--- config.mk ---
export PLATFORM = sky130hd
export DESIGN_NAME = instr_encoder_loader
export DESIGN_NICKNAME = d
export VERILOG_FILES = /design/src/rtl/instr_encoder_loader.sv
export SDC_FILE = /design/constraint.sdc
export NUM_CORES = 1
export LEC_CHECK = 0
export CORE_UTILIZATION = 45
export CTS_BUF_LIST = sky130_fd_sc_hd__clkbuf_16
export DETAILED_ROUTE_END_ITERATION = 7
export DONT_BUFFER_PORTS = 1
export GPL_ROUTABILITY_DRIVEN = 0
export PLACE_DENSITY = 0.58
export SYNTH_ARGS = -nofsm -noshare
export SYNTH_HDL_FRONTEND = slang
export SYNTH_SLANG_ARGS = --single-unit
--- constraint.sdc ---
create_clock -name clk -period 4.8 [get_ports clk]
set_input_delay 1.44 -clock clk [delete_from_list [all_inputs] [get_ports clk]]
set_output_delay 1.44 -clock clk [all_outputs]
set_load 0.05 [all_outputs]
--- src/rtl/instr_encoder_loader.sv ---
// Packs field-level RV32I requests into instruction words and
// writes each legal word to the next instruction-memory slot.
module instr_encoder_loader #(
    parameter int          DEPTH     = 64,
    parameter logic [31:0] BASE_ADDR = 32'h0040_0000,
    parameter int          CNT_W     = $clog2(DEPTH + 1)
) (
    input  logic             clk,
    input  logic             reset,
    input  logic             clear_i,
    input  logic             req_valid_i,
    output logic             req_ready_o,
    input  logic [2:0]       kind_i,
    input  logic [4:0]       rd_i,
    input  logic [4:0]       rs1_i,
    input  logic [4:0]       rs2_i,
    input  logic [2:0]       funct3_i,
    input  logic             f7b5_i,
    input  logic [31:0]      imm_i,
    output logic             mem_we_o,
    output logic [31:0]      mem_addr_o,
    output logic [31:0]      mem_wdata_o,
    output logic             err_o,
    output logic [1:0]       err_code_o,
    output logic             full_o,
    output logic [CNT_W-1:0] word_count_o
);

    localparam logic [2:0] K_R    = 3'd0;
    localparam logic [2:0] K_I    = 3'd1;
    localparam logic [2:0] K_LUI  = 3'd2;
    localparam logic [2:0] K_SW   = 3'd3;
    localparam logic [2:0] K_LW   = 3'd4;
    localparam logic [2:0] K_JAL  = 3'd5;
    localparam logic [2:0] K_JALR = 3'd6;
    localparam logic [2:0] K_B    = 3'd7;

    localparam logic [CNT_W-1:0] MAX_CNT = CNT_W'(DEPTH);
    localparam logic [CNT_W-1:0] ONE     = CNT_W'(1);

    typedef enum logic [1:0] {IDLE, ENC, WR, FULL} state_t;

    state_t      state;
    logic [2:0]  kind;
    logic [2:0]  f3;
    logic [4:0]  rd;
    logic [4:0]  rs1;
    logic [4:0]  rs2;
    logic        f7b5;
    logic [31:0] imm;

    logic        is_shift;
    logic        fits12;
    logic        fits13;
    logic        fits21;
    logic [11:0] i_imm;
    logic [31:0] word;
    logic        bad_f3;
    logic        bad_rng;
    logic        bad_aln;
    logic        illegal;
    logic [1:0]  code;

    assign is_shift = (kind == K_I) && (f3 == 3'b001 || f3 == 3'b101);
    assign fits12   = (&imm[31:11]) | ~(|imm[31:11]);
    assign fits13   = (&imm[31:12]) | ~(|imm[31:12]);
    assign fits21   = (&imm[31:20]) | ~(|imm[31:20]);
    assign i_imm    = is_shift ? {1'b0, f7b5, 5'b0, imm[4:0]}
                               : imm[11:0];

    // Encode the captured request and grade its legality
    always_comb begin
        word    = '0;
        bad_f3  = 1'b0;
        bad_rng = 1'b0;
        bad_aln = 1'b0;
        unique case (kind)
            K_R: begin
                word = {1'b0, f7b5, 5'b0, rs2, rs1, f3, rd, 7'b0110011};
            end
            K_I: begin
                word    = {i_imm, rs1, f3, rd, 7'b0010011};
                bad_f3  = (f3 == 3'b001) && f7b5;
                bad_rng = is_shift ? (|imm[31:5]) : !fits12;
            end
            K_LUI: begin
                word    = {imm[31:12], rd, 7'b0110111};
                bad_aln = |imm[11:0];
            end
            K_SW: begin
                word    = {imm[11:5], rs2, rs1, 3'b010, imm[4:0], 7'b0100011};
                bad_rng = !fits12;
            end
            K_LW: begin
                word    = {imm[11:0], rs1, 3'b010, rd, 7'b0000011};
                bad_rng = !fits12;
            end
            K_JAL: begin
                word    = {imm[20], imm[10:1], imm[11], imm[19:12], rd,
                           7'b1101111};
                bad_rng = !fits21;
                bad_aln = imm[0];
            end
            K_JALR: begin
                word    = {imm[11:0], rs1, 3'b000, rd, 7'b1100111};
                bad_rng = !fits12;
            end
            K_B: begin
                word    = {imm[12], imm[10:5], rs2, rs1, f3, imm[4:1],
                           imm[11], 7'b1100011};
                bad_f3  = (f3 == 3'b010) || (f3 == 3'b011);
                bad_rng = !fits13;
                bad_aln = imm[0];
            end
        endcase
        illegal = bad_f3 | bad_rng | bad_aln;
        code    = bad_f3 ? 2'b11 : (bad_rng ? 2'b01 : 2'b10);
    end

    // Request FSM with registered handshake, write strobe and status
    always_ff @(posedge clk) begin
        if (reset) begin
            state        <= IDLE;
            req_ready_o  <= 1'b0;
            mem_we_o     <= 1'b0;
            mem_addr_o   <= '0;
            mem_wdata_o  <= '0;
            err_o        <= 1'b0;
            err_code_o   <= '0;
            full_o       <= 1'b0;
            word_count_o <= '0;
            kind         <= '0;
            f3           <= '0;
            rd           <= '0;
            rs1          <= '0;
            rs2          <= '0;
            f7b5         <= 1'b0;
            imm          <= '0;
        end else begin
            mem_we_o <= 1'b0;
            err_o    <= 1'b0;
            if (clear_i) begin
                state        <= IDLE;
                req_ready_o  <= 1'b0;
                full_o       <= 1'b0;
                word_count_o <= '0;
            end else begin
                unique case (state)
                    IDLE: begin
                        req_ready_o <= 1'b1;
                        if (req_valid_i && req_ready_o) begin
                            kind        <= kind_i;
                            rd          <= rd_i;
                            rs1         <= rs1_i;
                            rs2         <= rs2_i;
                            f7b5        <= f7b5_i;
                            imm         <= imm_i;
                            f3          <= (kind_i == K_SW || kind_i == K_LW)
                                           ? 3'b010
                                           : (kind_i == K_JALR ? 3'b000
                                                               : funct3_i);
                            req_ready_o <= 1'b0;
                            state       <= ENC;
                        end
                    end
                    ENC: begin
                        if (illegal) begin
                            err_o       <= 1'b1;
                            err_code_o  <= code;
                            req_ready_o <= 1'b1;
                            state       <= IDLE;
                        end else begin
                            mem_we_o    <= 1'b1;
                            mem_addr_o  <= BASE_ADDR
                                           + 32'({word_count_o, 2'b00});
                            mem_wdata_o <= word;
                            if (word_count_o != MAX_CNT)
                                word_count_o <= word_count_o + ONE;
                            state       <= WR;
                        end
                    end
                    WR: begin
                        if (word_count_o == MAX_CNT) begin
                            full_o <= 1'b1;
                            state  <= FULL;
                        end else begin
                            req_ready_o <= 1'b1;
                            state       <= IDLE;
                        end
                    end
                    FULL: begin
                        req_ready_o <= 1'b0;
                        full_o      <= 1'b1;
                    end
                endcase
            end
        end
    end

endmodule
==> impl_metrics.json <==
{
  "status": "completed",
  "layout.cells.non_filler": 727,
  "dp.cells": 712,
  "comb_power_share": 0.063,
  "grt_max_degree": 101,
  "cp-end-kind": "flip-flop",
  "multi_input_comb_area_sq_mm": 0.00242,
  "route.detailed.drc": 0,
  "clock_power_share": 0.414,
  "hold_violations": 0,
  "seq_area_frac_synth": 0.440,
  "syn_inst": 611,
  "synth_mux_area_frac": 0.0291,
  "cts_resized": 0,
  "cellPowerDensity_mw_per_mm2": 347,
  "synthArstFlopShare": 0,
  "synth_top_family_by_area": "simple AND/OR/NAND/NOR gates",
  "ys_types": 53,
  "post_cts_buffers": 0,
  "hp-class": "flip-flop to flip-flop",
  "dpl.hpwl_mm": 8.61,
  "synthXorXnorAreaFrac": 0,
  "mostFrequentLayoutCell": "nand2_1",
  "crit_type": "flip-flop to flip-flop",
  "crit_fanout": 30,
  "cts_sinks": 107,
  "cts_tree": "yes",
  "synth_warnings": 0,
  "finalPower_uw": 1770,
  "drive_gt1_frac": 0.0525,
  "placed_area_sq_mm": 0.00482,
  "drtIter0Drc": 325,
  "timing.fmax_ghz": 0.326,
  "clk_pin_slew_worst_paths_ns": 0.07,
  "internal_power_uw": 1330,
  "tightest_slew_ns": 0.955,
  "hold_buffers": 0,
  "synth_area_per_cell_sq_um": 7.96,
  "p_switching_uw": 441,
  "fp.dieArea_sq_mm": 0.0112,
  "final.fill_count": 1049,
  "globalRouteOverflowTotal": 0,
  "core-area_sq_mm": 0.0104,
  "synthesis.area_sq_mm": 0.00486,
  "fin_crit_ns": 3.07,
  "syn_to_final_growth_pct": 5.07,
  "worstSkewPairLatency_ns": 0.35,
  "first_global_vias": 3749,
  "ff_latch_area_sq_mm": 0.00214,
  "peakVddDrop_mv": 0.257,
  "io-pin-count": 135,
  "grt_use_met3": 0.0527,
  "met2_usage": 0.334,
  "fp.dieH_um": 106,
  "pre_cts_slack_ns": 1.55,
  "slew_headroom": 0.363,
  "finalClockSkew_ns": 0.00867,
  "row_count": 37,
  "cts_max_level": 3,
  "cp.required_ns": 5.06,
  "fp.dieW_um": 106,
  "ys_ff_latch": 107,
  "grt_use_met1": 0.294,
  "grt-busiest-layer": "met2",
  "wl_per_cell_um": 16.6,
  "clockBufferDepth": 2,
  "fin_ws_ns": 1.73,
  "setup_viol": 0,
  "synth_flop_cell": "dfxtp_1",
  "yosys.area_share.adder": 0.0180,
  "fin_setup_tns_ns": 0,
  "synth_edf_count": 0,
  "initial_core_util": 0.467,
  "nets": 652,
  "vias": 4051,
  "grt_pass1_wl_mm": 19.2,
  "dr.pass1.iters": 5,
  "synth_compound_gate_area_share": 0.190,
  "period_share": 0.640,
  "pwr-share-seq": 0.523,
  "layout_common_cells": "nand2_1, dfxtp_1, a21oi_1",
  "arrival_ns": 3.33,
  "final_area_sq_mm": 0.00511,
  "rsz0062_at_grt": "false",
  "swShare": 0.249,
  "ant_nets": 0,
  "p_leak_uw": 0.00168,
  "drt-total-wl_mm": 12.1,
  "grt_usage": 0.217,
  "cts_root_buffer": "clkbuf_16",
  "diodes": 0,
  "vias_per_cell": 5.57,
  "cts_buffers": 9,
  "port_buffers": 0,
  "grt_antenna_before_repair": 0,
  "cp-start-kind": "flip-flop",
  "synthSimpleGateAreaFrac": 0.242,
  "maxCapViolCount": 0,
  "drv_slew": 0
}
## flip-flops by register name, summed over array words and instances, names as in the netlist, 2 cells and up
name / cells
err_code_o: 2
f3: 3
imm: 32
kind: 3
mem_addr_o: 7
mem_wdata_o: 31
rd: 5
rs1: 5
rs2: 5
state: 2
word_count_o: 7
## power by group through the flow
stage | Clock (uW) | Sequential (uW) | Combinational (uW)
floorplan | 0 | 940 | 126
global placement | 0 | 946 | 110
detailed placement | 0 | 947 | 112
CTS | 744 | 926 | 112
global route | 782 | 927 | 123
finish | 734 | 926 | 112
## final timing paths
kind | cells after the start | end | slack [ns] | start
setup / recovery | 8 | mem_wdata_o[31] | 1.73 | kind[1]
hold / removal | 2 | rd[4] | 0.46 | rd[4]
setup reg to reg | 8 | mem_wdata_o[31] | 1.73 | kind[1]
hold reg to reg | 2 | rd[4] | 0.46 | rd[4]
## per-stage QoR
stage | hold slack (ns) | utilization
after floorplan | 0.436 | -
after global placement | 0.440 | 0.463
after detailed placement | 0.443 | 0.463
after CTS | 0.450 | 0.491
after global routing | 0.472 | 0.491
final | 0.456 | 0.491
## per-layer routing
| layer | routed length (um) | vias to the layer above |
|---|---|---|
| met5 | 0 | - |
| met4 | 171 | 0 |
| met3 | 935 | 13 |
| met2 | 5430 | 147 |
| met1 | 5530 | 1862 |
| li1 | - | 2029 |
## synthesized netlist by cell type (4+ instances only)
cell | number | area (sq um)
a22oi_1 | 8 | 60.1
a311oi_1 | 4 | 35.0
a211oi_1 | 14 | 105
nor4_1 | 8 | 50.1
a21oi_1 | 82 | 410
o31ai_1 | 8 | 60.1
nor2_1 | 41 | 154
o21ai_0 | 15 | 75.1
nor3_1 | 7 | 35.0
nand3_1 | 6 | 30.0
buf_2 | 8 | 40.0
nor2b_1 | 4 | 25.0
clkbuf_1 | 29 | 109
dfxtp_1 | 107 | 2140
inv_1 | 11 | 41.3
buf_4 | 26 | 195
nand4_1 | 5 | 31.3
ha_1 | 7 | 87.6
nand3b_1 | 6 | 45.0
or3_1 | 7 | 43.8
nand2_1 | 148 | 556
mux2i_1 | 13 | 130
## worst max-delay path, stage by stage (launching register included)
cell,delay [ns]
dfxtp_1,0.76
nor2_1,0.19
a32o_1,0.35
o2bb2ai_1,0.16
nor2_1,0.16
and4b_1,0.84
buf_4,0.26
nor2_1,0.04
a211oi_1,0.21
## area by class of cell
| cell class | count | area share |
|---|---|---|
| multi-input combinational | 452 | 0.474 |
| sequential | 107 | 0.419 |
| clock buffer | 9 | 0.0441 |
| tap | 136 | 0.0333 |
| clock inverter | 6 | 0.0130 |
| timing repair buffer | 6 | 0.00881 |
| inverter | 11 | 0.00808 |
## cells by family after synthesis
kind of cell,Yosys count
simple gates,254
compound gates,153
flops,107
buf+inv,75
mux,14
fa+ha+maj,7
other cells,1
(Power assumes the default switching activity.)
